`config.mk`:
```
export PLATFORM = sky130hd
export DESIGN_NAME = uart_rx_flat
export DESIGN_NICKNAME = d
export VERILOG_FILES = /design/src/rtl/uart_rx_if.sv /design/src/rtl/uart_rx.sv /design/src/flat_wrapper.sv
export SDC_FILE = /design/constraint.sdc
export NUM_CORES = 1
export LEC_CHECK = 0
export CORE_MARGIN = 2
export CORE_UTILIZATION = 35
export CTS_CLUSTER_SIZE = 28
export DETAILED_ROUTE_END_ITERATION = 10
export PLACE_DENSITY_LB_ADDON = 0.3
export SETUP_SLACK_MARGIN = 0.05
export SLEW_MARGIN = 20
export SYNTH_ARGS = -nofsm -noshare
export SYNTH_HDL_FRONTEND = slang
export SYNTH_SLANG_ARGS = --single-unit
```
`constraint.sdc`:
```
create_clock -name clk -period 1.5 [get_ports clk]
set_input_delay 0.225 -clock clk [delete_from_list [all_inputs] [get_ports clk]]
set_output_delay 0.225 -clock clk [all_outputs]
set_load 0.005 [all_outputs]
```
`src/rtl/uart_rx_if.sv`:
```
// Receive-side signal bundle for uart_rx: serial line in, received byte and status out.
interface uart_rx_if;
  logic       rx;
  logic [7:0] dataout;
  logic       valid;
  logic       parity_err;
  logic       frame_err;
  logic       busy;

  modport master (input rx, output dataout, valid, parity_err, frame_err, busy);
  modport slave  (output rx, input dataout, valid, parity_err, frame_err, busy);
endinterface

```
`src/rtl/uart_rx.sv`:
```
// 16x oversampling UART receiver with 2-of-3 majority sampling per bit.
// Optional parity bit enabled by defining UART_RX_PARITY_EN.
module uart_rx #(
  parameter logic PARITY_MODE = 1'b0
) (
  input logic        clk,
  input logic        rst,
  uart_rx_if.master  bus
);

  typedef enum logic [2:0] {
    ARM,
    IDLE,
    START,
    DATA,
`ifdef UART_RX_PARITY_EN
    PARITY,
`endif
    STOP
  } state_t;

  state_t     state;
  logic       rx_m;
  logic       rx_s;
  logic       rx_p;
  logic [3:0] tick;
  logic [2:0] idx;
  logic [7:0] shreg;
  logic       s7;
  logic       s8;
  logic       maj;
  logic       in_frame;

`ifdef UART_RX_PARITY_EN
  logic       par_bit;
`else
  logic       unused_parity_mode;
  assign unused_parity_mode = PARITY_MODE;
`endif

  assign maj      = (s7 & s8) | (s7 & rx_s) | (s8 & rx_s);
  assign in_frame = (state != ARM) && (state != IDLE);

  always_ff @(posedge clk) begin
    if (rst) begin
      rx_m           <= 1'b1;
      rx_s           <= 1'b1;
      rx_p           <= 1'b0;
      state          <= ARM;
      tick           <= 4'd0;
      idx            <= 3'd0;
      shreg          <= 8'd0;
      s7             <= 1'b0;
      s8             <= 1'b0;
`ifdef UART_RX_PARITY_EN
      par_bit        <= 1'b0;
`endif
      bus.dataout    <= 8'd0;
      bus.valid      <= 1'b0;
      bus.parity_err <= 1'b0;
      bus.frame_err  <= 1'b0;
      bus.busy       <= 1'b0;
    end else begin
      rx_m      <= bus.rx;
      rx_s      <= rx_m;
      rx_p      <= rx_s;
      bus.valid <= 1'b0;

      if (in_frame) begin
        tick <= tick + 4'd1;
        if (tick == 4'd7) s7 <= rx_s;
        if (tick == 4'd8) s8 <= rx_s;
      end

      case (state)
        // Synchronizer flops reset high, so leave only once a high has come through from the pin.
        ARM: if (rx_m && rx_s && rx_p) state <= IDLE;
        IDLE: begin
          if (rx_p && !rx_s) begin
            tick     <= 4'd0;
            state    <= START;
            bus.busy <= 1'b1;
          end
        end
        START: begin
          if (tick == 4'd9 && maj) begin
            state    <= IDLE;
            bus.busy <= 1'b0;
          end else if (tick == 4'd15) begin
            state <= DATA;
            idx   <= 3'd0;
          end
        end
        DATA: begin
          if (tick == 4'd9) shreg[idx] <= maj;
          if (tick == 4'd15) begin
            if (idx == 3'd7) begin
`ifdef UART_RX_PARITY_EN
              state <= PARITY;
`else
              state <= STOP;
`endif
            end else begin
              idx <= idx + 3'd1;
            end
          end
        end
`ifdef UART_RX_PARITY_EN
        PARITY: begin
          if (tick == 4'd9)  par_bit <= maj;
          if (tick == 4'd15) state   <= STOP;
        end
`endif
        STOP: begin
          if (tick == 4'd9) begin
            bus.dataout    <= shreg;
`ifdef UART_RX_PARITY_EN
            bus.parity_err <= par_bit ^ (^shreg) ^ PARITY_MODE;
`else
            bus.parity_err <= 1'b0;
`endif
            bus.frame_err  <= ~maj;
            bus.valid      <= 1'b1;
            bus.busy       <= 1'b0;
            // Good stop returns to IDLE mid-bit so an immediately following start is caught.
            state          <= maj ? IDLE : ARM;
          end
        end
        default: state <= ARM;
      endcase
    end
  end

endmodule
```
`src/flat_wrapper.sv`:
```
// flat-port wrapper written by rule: the top's interface ports become plain ports
module uart_rx_flat 
#(
  parameter logic PARITY_MODE = 1'b0
)
  (clk, rst, bus_rx, bus_dataout, bus_valid, bus_parity_err, bus_frame_err, bus_busy);
  uart_rx_if bus_i ();
  input logic clk;
  input logic rst;
  input wire logic [$bits(bus_i.rx)-1:0] bus_rx;
  output wire logic [$bits(bus_i.dataout)-1:0] bus_dataout;
  output wire logic [$bits(bus_i.valid)-1:0] bus_valid;
  output wire logic [$bits(bus_i.parity_err)-1:0] bus_parity_err;
  output wire logic [$bits(bus_i.frame_err)-1:0] bus_frame_err;
  output wire logic [$bits(bus_i.busy)-1:0] bus_busy;
  assign bus_i.rx = bus_rx;
  assign bus_dataout = bus_i.dataout;
  assign bus_valid = bus_i.valid;
  assign bus_parity_err = bus_i.parity_err;
  assign bus_frame_err = bus_i.frame_err;
  assign bus_busy = bus_i.busy;
  uart_rx #(.PARITY_MODE(PARITY_MODE)) u_core (.clk(clk), .rst(rst), .bus(bus_i));
endmodule
```
-- Yosys cells after proc, flatten, opt, wreduce, memory -nomap -nowiden
Index checks and enable logic that the tools add are counted.
- add/sub/neg operators: 2
- bitwise operators: 7
- magnitude comparators: 2
- div/mod/pow operators: 0
- multiply operators: 0
- muxes and demuxes: 25
- shifts and indexed selects: 0
- eq/ne operators: 20
- reductions and logical operators: 19
- operator list (kind ; count):
    3-bit 2-to-1 mux ; 11
    3-bit case mux with 5 select lines ; 1
    2-bit by 1-bit inequality test with 1-bit output, second input constant ; 7
    4-bit == test, second input constant ; 3
    4-bit 2-to-1 mux ; 3
    8-bit bitwise mux ; 1
    2-bit AND reduction ; 4
    3-bit by 2-bit == test with 1-bit output, second input constant ; 2
    3-bit == test, second input constant ; 2
    1-bit logical AND ; 6
    1-bit 2-to-1 mux ; 6
    3-bit by 1-bit inequality test with 1-bit output, second input constant ; 2
    3-bit case mux with 2 select lines ; 1
    6-bit AND reduction ; 1
    3-bit nonzero test ; 2
    5-bit AND reduction ; 1
    4-bit by 1-bit adder with 4-bit output, second input constant ; 1
    4-bit by 3-bit == test with 1-bit output, second input constant ; 1
    3-bit by 4-bit < comparator with 1-bit output, second input constant ; 1
    2-bit inequality test, second input constant ; 2
    4-bit AND reduction ; 1
    3-bit by 1-bit adder with 3-bit output, second input constant ; 1
    1-bit bitwise AND ; 3
    1-bit demux with 3-bit select ; 1
    9 further kinds ; 11
- logic and storage cells: 88
- RAM bits: 0
- bits in latches: 0
- memories kept: 0
- ROM bits: 0
- output and inout bits: 12
- register bits after elaboration: 34
- bits of input ports: 3

-- Longest topological paths before layout
- word-level depth: 6
- mapped depth: 7
- depth with buffers taken out: 6

-- Worst setup path before layout
No wires, ideal clock.
- path type: register -> register
- from: register u_core.tick[1]
- to: register u_core.state[0]
- library setup time: 0.116 ns
- cell stages (with the launch flop): 7
- required time: 1.384 ns
- slack: -0.128 ns
- buffers on the path: 1
- data arrival time: 1.512 ns
- clock period less this slack: 1.628 ns
- path through: dfxtp_1 > inv_1 > ha_1 > and3b_1 > buf_6 > o32a_4 > a41o_1
- longest elaborated chain between the ends: 4
- elaborated cells on any way between the ends: 9
- those cells by class: eq/ne (5); mux (2); reduce/logical (2)
- ends and longest elaborated chain (item ; RTL line ; RTL):
    start, declared ; uart_rx.sv:26 ; logic [3:0] tick;
    start signal, assigned ; uart_rx.sv:70 ; tick <= tick + 4'd1;
    4-bit == test ; uart_rx.sv:86, uart_rx.sv:115 ;
    1-bit logical AND ; uart_rx.sv:86 ; if (tick == 4'd9 && maj) begin
    3-bit by 1-bit inequality test with 1-bit output (no source line) / 3-bit 2-to-1 mux (equally long branches) ; -- ;
    6-bit AND reduction (no source line) / 3-bit case mux with 5 select lines (equally long branches) ; -- ;
    end signal, assigned ; uart_rx.sv:126 ; state <= maj ? IDLE : ARM;
    end, declared ; uart_rx.sv:22 ; state_t state;
Parallel ways exist; a longest one is shown, timed or not.
A chain may end at the register's enable or synchronous reset.

-- Worst setup path in the final report
- from: register u_core.tick[1]
- to: register u_core.shreg[2]
- longest elaborated chain between the ends: 2
- ends and longest elaborated chain (item ; RTL line ; RTL):
    4-bit == test ; uart_rx.sv:95 ; if (tick == 4'd9) shreg[idx] <= maj;
    2-bit AND reduction (no source line) ; -- ;
    end signal, assigned by index ; uart_rx.sv:95 ;
    end, declared ; uart_rx.sv:28 ; logic [7:0] shreg;
No other way between the ends.

==> flow_summary.yaml <==
timing:
  post-route-period-util_pct: 101
  fin_worst_skew_ns: 0.00332
  final_hold_viol_count: 0
  setup_slack_ns: -0.00817
  drv_slew: 0
  rsz0062_at_grt: "yes"
  fmax_mhz: 663
  min_period_ns: 1.51
  holdWs_ns: 0.451
  finalSetupViolCount: 4
synthesis:
  synth_cells: 183
  synth_xor_area_share_pct: 2.09
  ys_ff_latch: 34
  synth_simple_gate_area_share_pct: 28.4
  synth_cell_types: 45
  muxShareOfSynthArea_pct: 6.56
  async_flop_share_pct: 0
  synthAdderAreaFrac_pct: 4.40
  synth_area_sq_um: 1680
  ys_warn_count: 0
  syn-num-nets: 191
  synthFlopType: "dfxtp_1"
  synth.avg_cell_area_sq_um: 9.17
  yosysSeqAreaShare_pct: 40.6
  synth-edff-count: 0
  synth_top_family_by_area: "simple AND/OR/NAND/NOR gates"
  synth_compound_area_share_pct: 11.7
layout:
  drive_gt1_share_pct: 39.2
  multi_input_area_sq_um: 1010
  design_area_sq_um: 2300
  fin_nets: 234
  syn_to_final_growth_pct: 36.9
  seqCellArea_sq_um: 693
  mostFrequentLayoutCell: "buf_4"
  antenna_cells: 0
  fillCellCount: 430
  utilization_pct: 49.3
  layout_common_cells: "buf_4, dfxtp_1, nor2_1, clkdlybuf4s50_1, nand2_1"
  final_cells: 281
worst_setup_path:
  r2r_setup_slack_ns: -0.008
  reg2regPathDepth: 8
  reg2reg_from: "u_core.tick[1]$_SDFF_PP0_"
  path_max_fanout: 5
  arrival_ns: 1.70
  r2r-end: "u_core.shreg[2]$_SDFFE_PP0P_"
  worstSetupPathType: "reg -> reg"
  crit_path_start_kind: "flop"
  cp.required_ns: 1.69
  setup.worst_path.end_class: "flop"
clock_network:
  cts_num_sinks: 34
  clk_pin_slew_worst_paths_ns: 0.07
  ctsHoldBuffers: 0
  cts-root-buf: "clkbuf_8"
  cts_buffers: 5
  cts_tree: "done"
  h-tree-depth: 2
  cts_buffer_depth: 2
  clock_latency_ns: 0.29
global_route:
  grt_usage_pct: 14.9
  grt_max_degree: 21
  antenna_found_initial: 0
  grt_pass1_wl_um: 6000
  overflow: 0
  grt_pass1_vias: 1280
min_path:
  hold_class: "reg -> reg"
  hold_depth: 1
  min_to: "u_core.rx_s$_SDFF_PP1_"
  min_from: "u_core.rx_m$_SDFF_PP1_"
status:
  status: "complete, but fails checks"
  violations: "setup timing"
detailed_routing:
  drcViolationCount: 0
  ant_nets: 0
  wire_per_inst_um: 13.3
  drt_iter0_drc: 48
  avgViaCountPerCell: 4.99
  drtPass1Iterations: 4
  vias: 1403
  wl_um: 3750
place:
  portBuffers: 13
  gp_congestion: 0.791
  post_dp_cell_area_sq_um: 2030
  hpwlAfterDp_um: 2500
  place_inst: 265
floorplanning:
  die_y_um: 73.2
  coreArea_sq_um: 4660
  initial_core_util_pct: 36.0
  num_rows: 25
  die_width_um: 73.2
  dieArea_sq_um: 5360
  io_pins: 15
flow_run:
  drv_cap: 0
pwr:
  finalPower_mw: 1.81
  p_leak_nw: 0.945
  cellPowerDensity_nw_per_um2: 789
  max-vdd-ir-drop_mv: 0.572
## layout make-up
type	instances	area share [%]
timing repair buffer	48	18.3
multi-input combinational	134	44.2
clock inverter	3	0.926
clock buffer	5	3.00
tap	54	2.94
sequential	34	30.2
inverter	3	0.490
## synth_stat cells, types with 3 or more instances
cell,instances,share of area (%)
nor2_1,20,4.5
nand2_1,22,4.9
a21oi_1,12,3.6
xor2_1,3,1.6
nand3_1,6,1.8
clkbuf_1,4,0.89
nand2b_1,5,1.9
and3b_1,3,1.6
buf_2,3,0.89
dfxtp_1,34,41
nand4_1,6,2.2
ha_1,5,3.7
a211oi_1,3,1.3
buf_6,4,2.7
inv_1,3,0.67
mux2i_1,11,6.6
nor2b_1,4,1.5
## logic make-up (layout without fill, tap and decap cells)
logic type | Yosys count | count (layout)
adder cells (fa/ha/maj) | 6 | 6
other | 1 | 1
AND/OR/NAND/NOR | 84 | 85
AO/OA/AOI/OAI | 27 | 27
flip-flops | 34 | 34
multiplexers | 11 | 11
buffers and inverters | 16 | 59
XOR/XNOR | 4 | 4
## worst max path at each step
stage                                    start                      endpoint  slack (ns)  cells past startpoint
global placement     u_core.tick[1]$_SDFF_PP0_  u_core.state[1]$_SDFFE_PP0P_       -0.06                      6
floorplan           u_core.idx[0]$_SDFFE_PP0P_  u_core.state[0]$_SDFFE_PP0P_      -0.003                      5
detailed placement   u_core.tick[1]$_SDFF_PP0_  u_core.state[1]$_SDFFE_PP0P_       -0.05                      6
global route         u_core.tick[1]$_SDFF_PP0_  u_core.shreg[2]$_SDFFE_PP0P_       -0.08                      8
CTS                  u_core.tick[1]$_SDFF_PP0_  u_core.state[1]$_SDFFE_PP0P_       -0.04                      6
finish               u_core.tick[1]$_SDFF_PP0_  u_core.shreg[2]$_SDFFE_PP0P_      -0.008                      8
## sequential cells by signal (all words and copies together), names as in the netlist
name and flops:
u_core.rx_s 1, u_core.bus.dataout 8, u_core.bus.frame_err 1, u_core.bus.busy 1, u_core.shreg 8, u_core.s8 1
u_core.s7 1, u_core.rx_p 1, u_core.state 3, u_core.idx 3, u_core.bus.valid 1, u_core.rx_m 1
u_core.tick 4
## routing by layer
layer	share of wire (%)	GRT usage, %	vias up
met5	0	0	-
met4	2.2	6.79	0
met3	3.1	4.14	7
met2	46	20.7	17
met1	49	21.2	657
li1	-	-	722
## critical path: stages (launching register included)
cell and delay (ns):
dfxtp_2 0.35, inv_2 0.05, ha_4 0.15, and3b_2 0.23
buf_4 0.14, buf_4 0.13, nand4_1 0.12, mux2i_1 0.20
nor2_1 0.05
## timing repair
| action | in CTS | in global routing |
|---|---|---|
| setup endpoints to repair | 17 | 23 |
| cloned | 0 | 1 |
| gates resized for setup | 12 | 26 |
| pin swaps | 18 | 12 |
| setup buffers | 6 | 1 |
## per-stage QoR
stage          setup slack (ns)  setup TNS [ns]
2_1_floorplan          -0.00302        -0.00302
3_3_place_gp            -0.0585          -0.102
3_5_place_dp            -0.0490          -0.125
4_1_cts                 -0.0370         -0.0716
5_1_grt                 -0.0827          -0.800
6_report               -0.00817         -0.0188
## power breakdown
part / internal, mW / total [mW] / switching, mW
clock network: 0.326 / 0.682 / 0.356
logic: 0.0947 / 0.186 / 0.0909
registers: 0.918 / 0.945 / 0.0267
No activity file was read; power rests on OpenSTA's default activity.
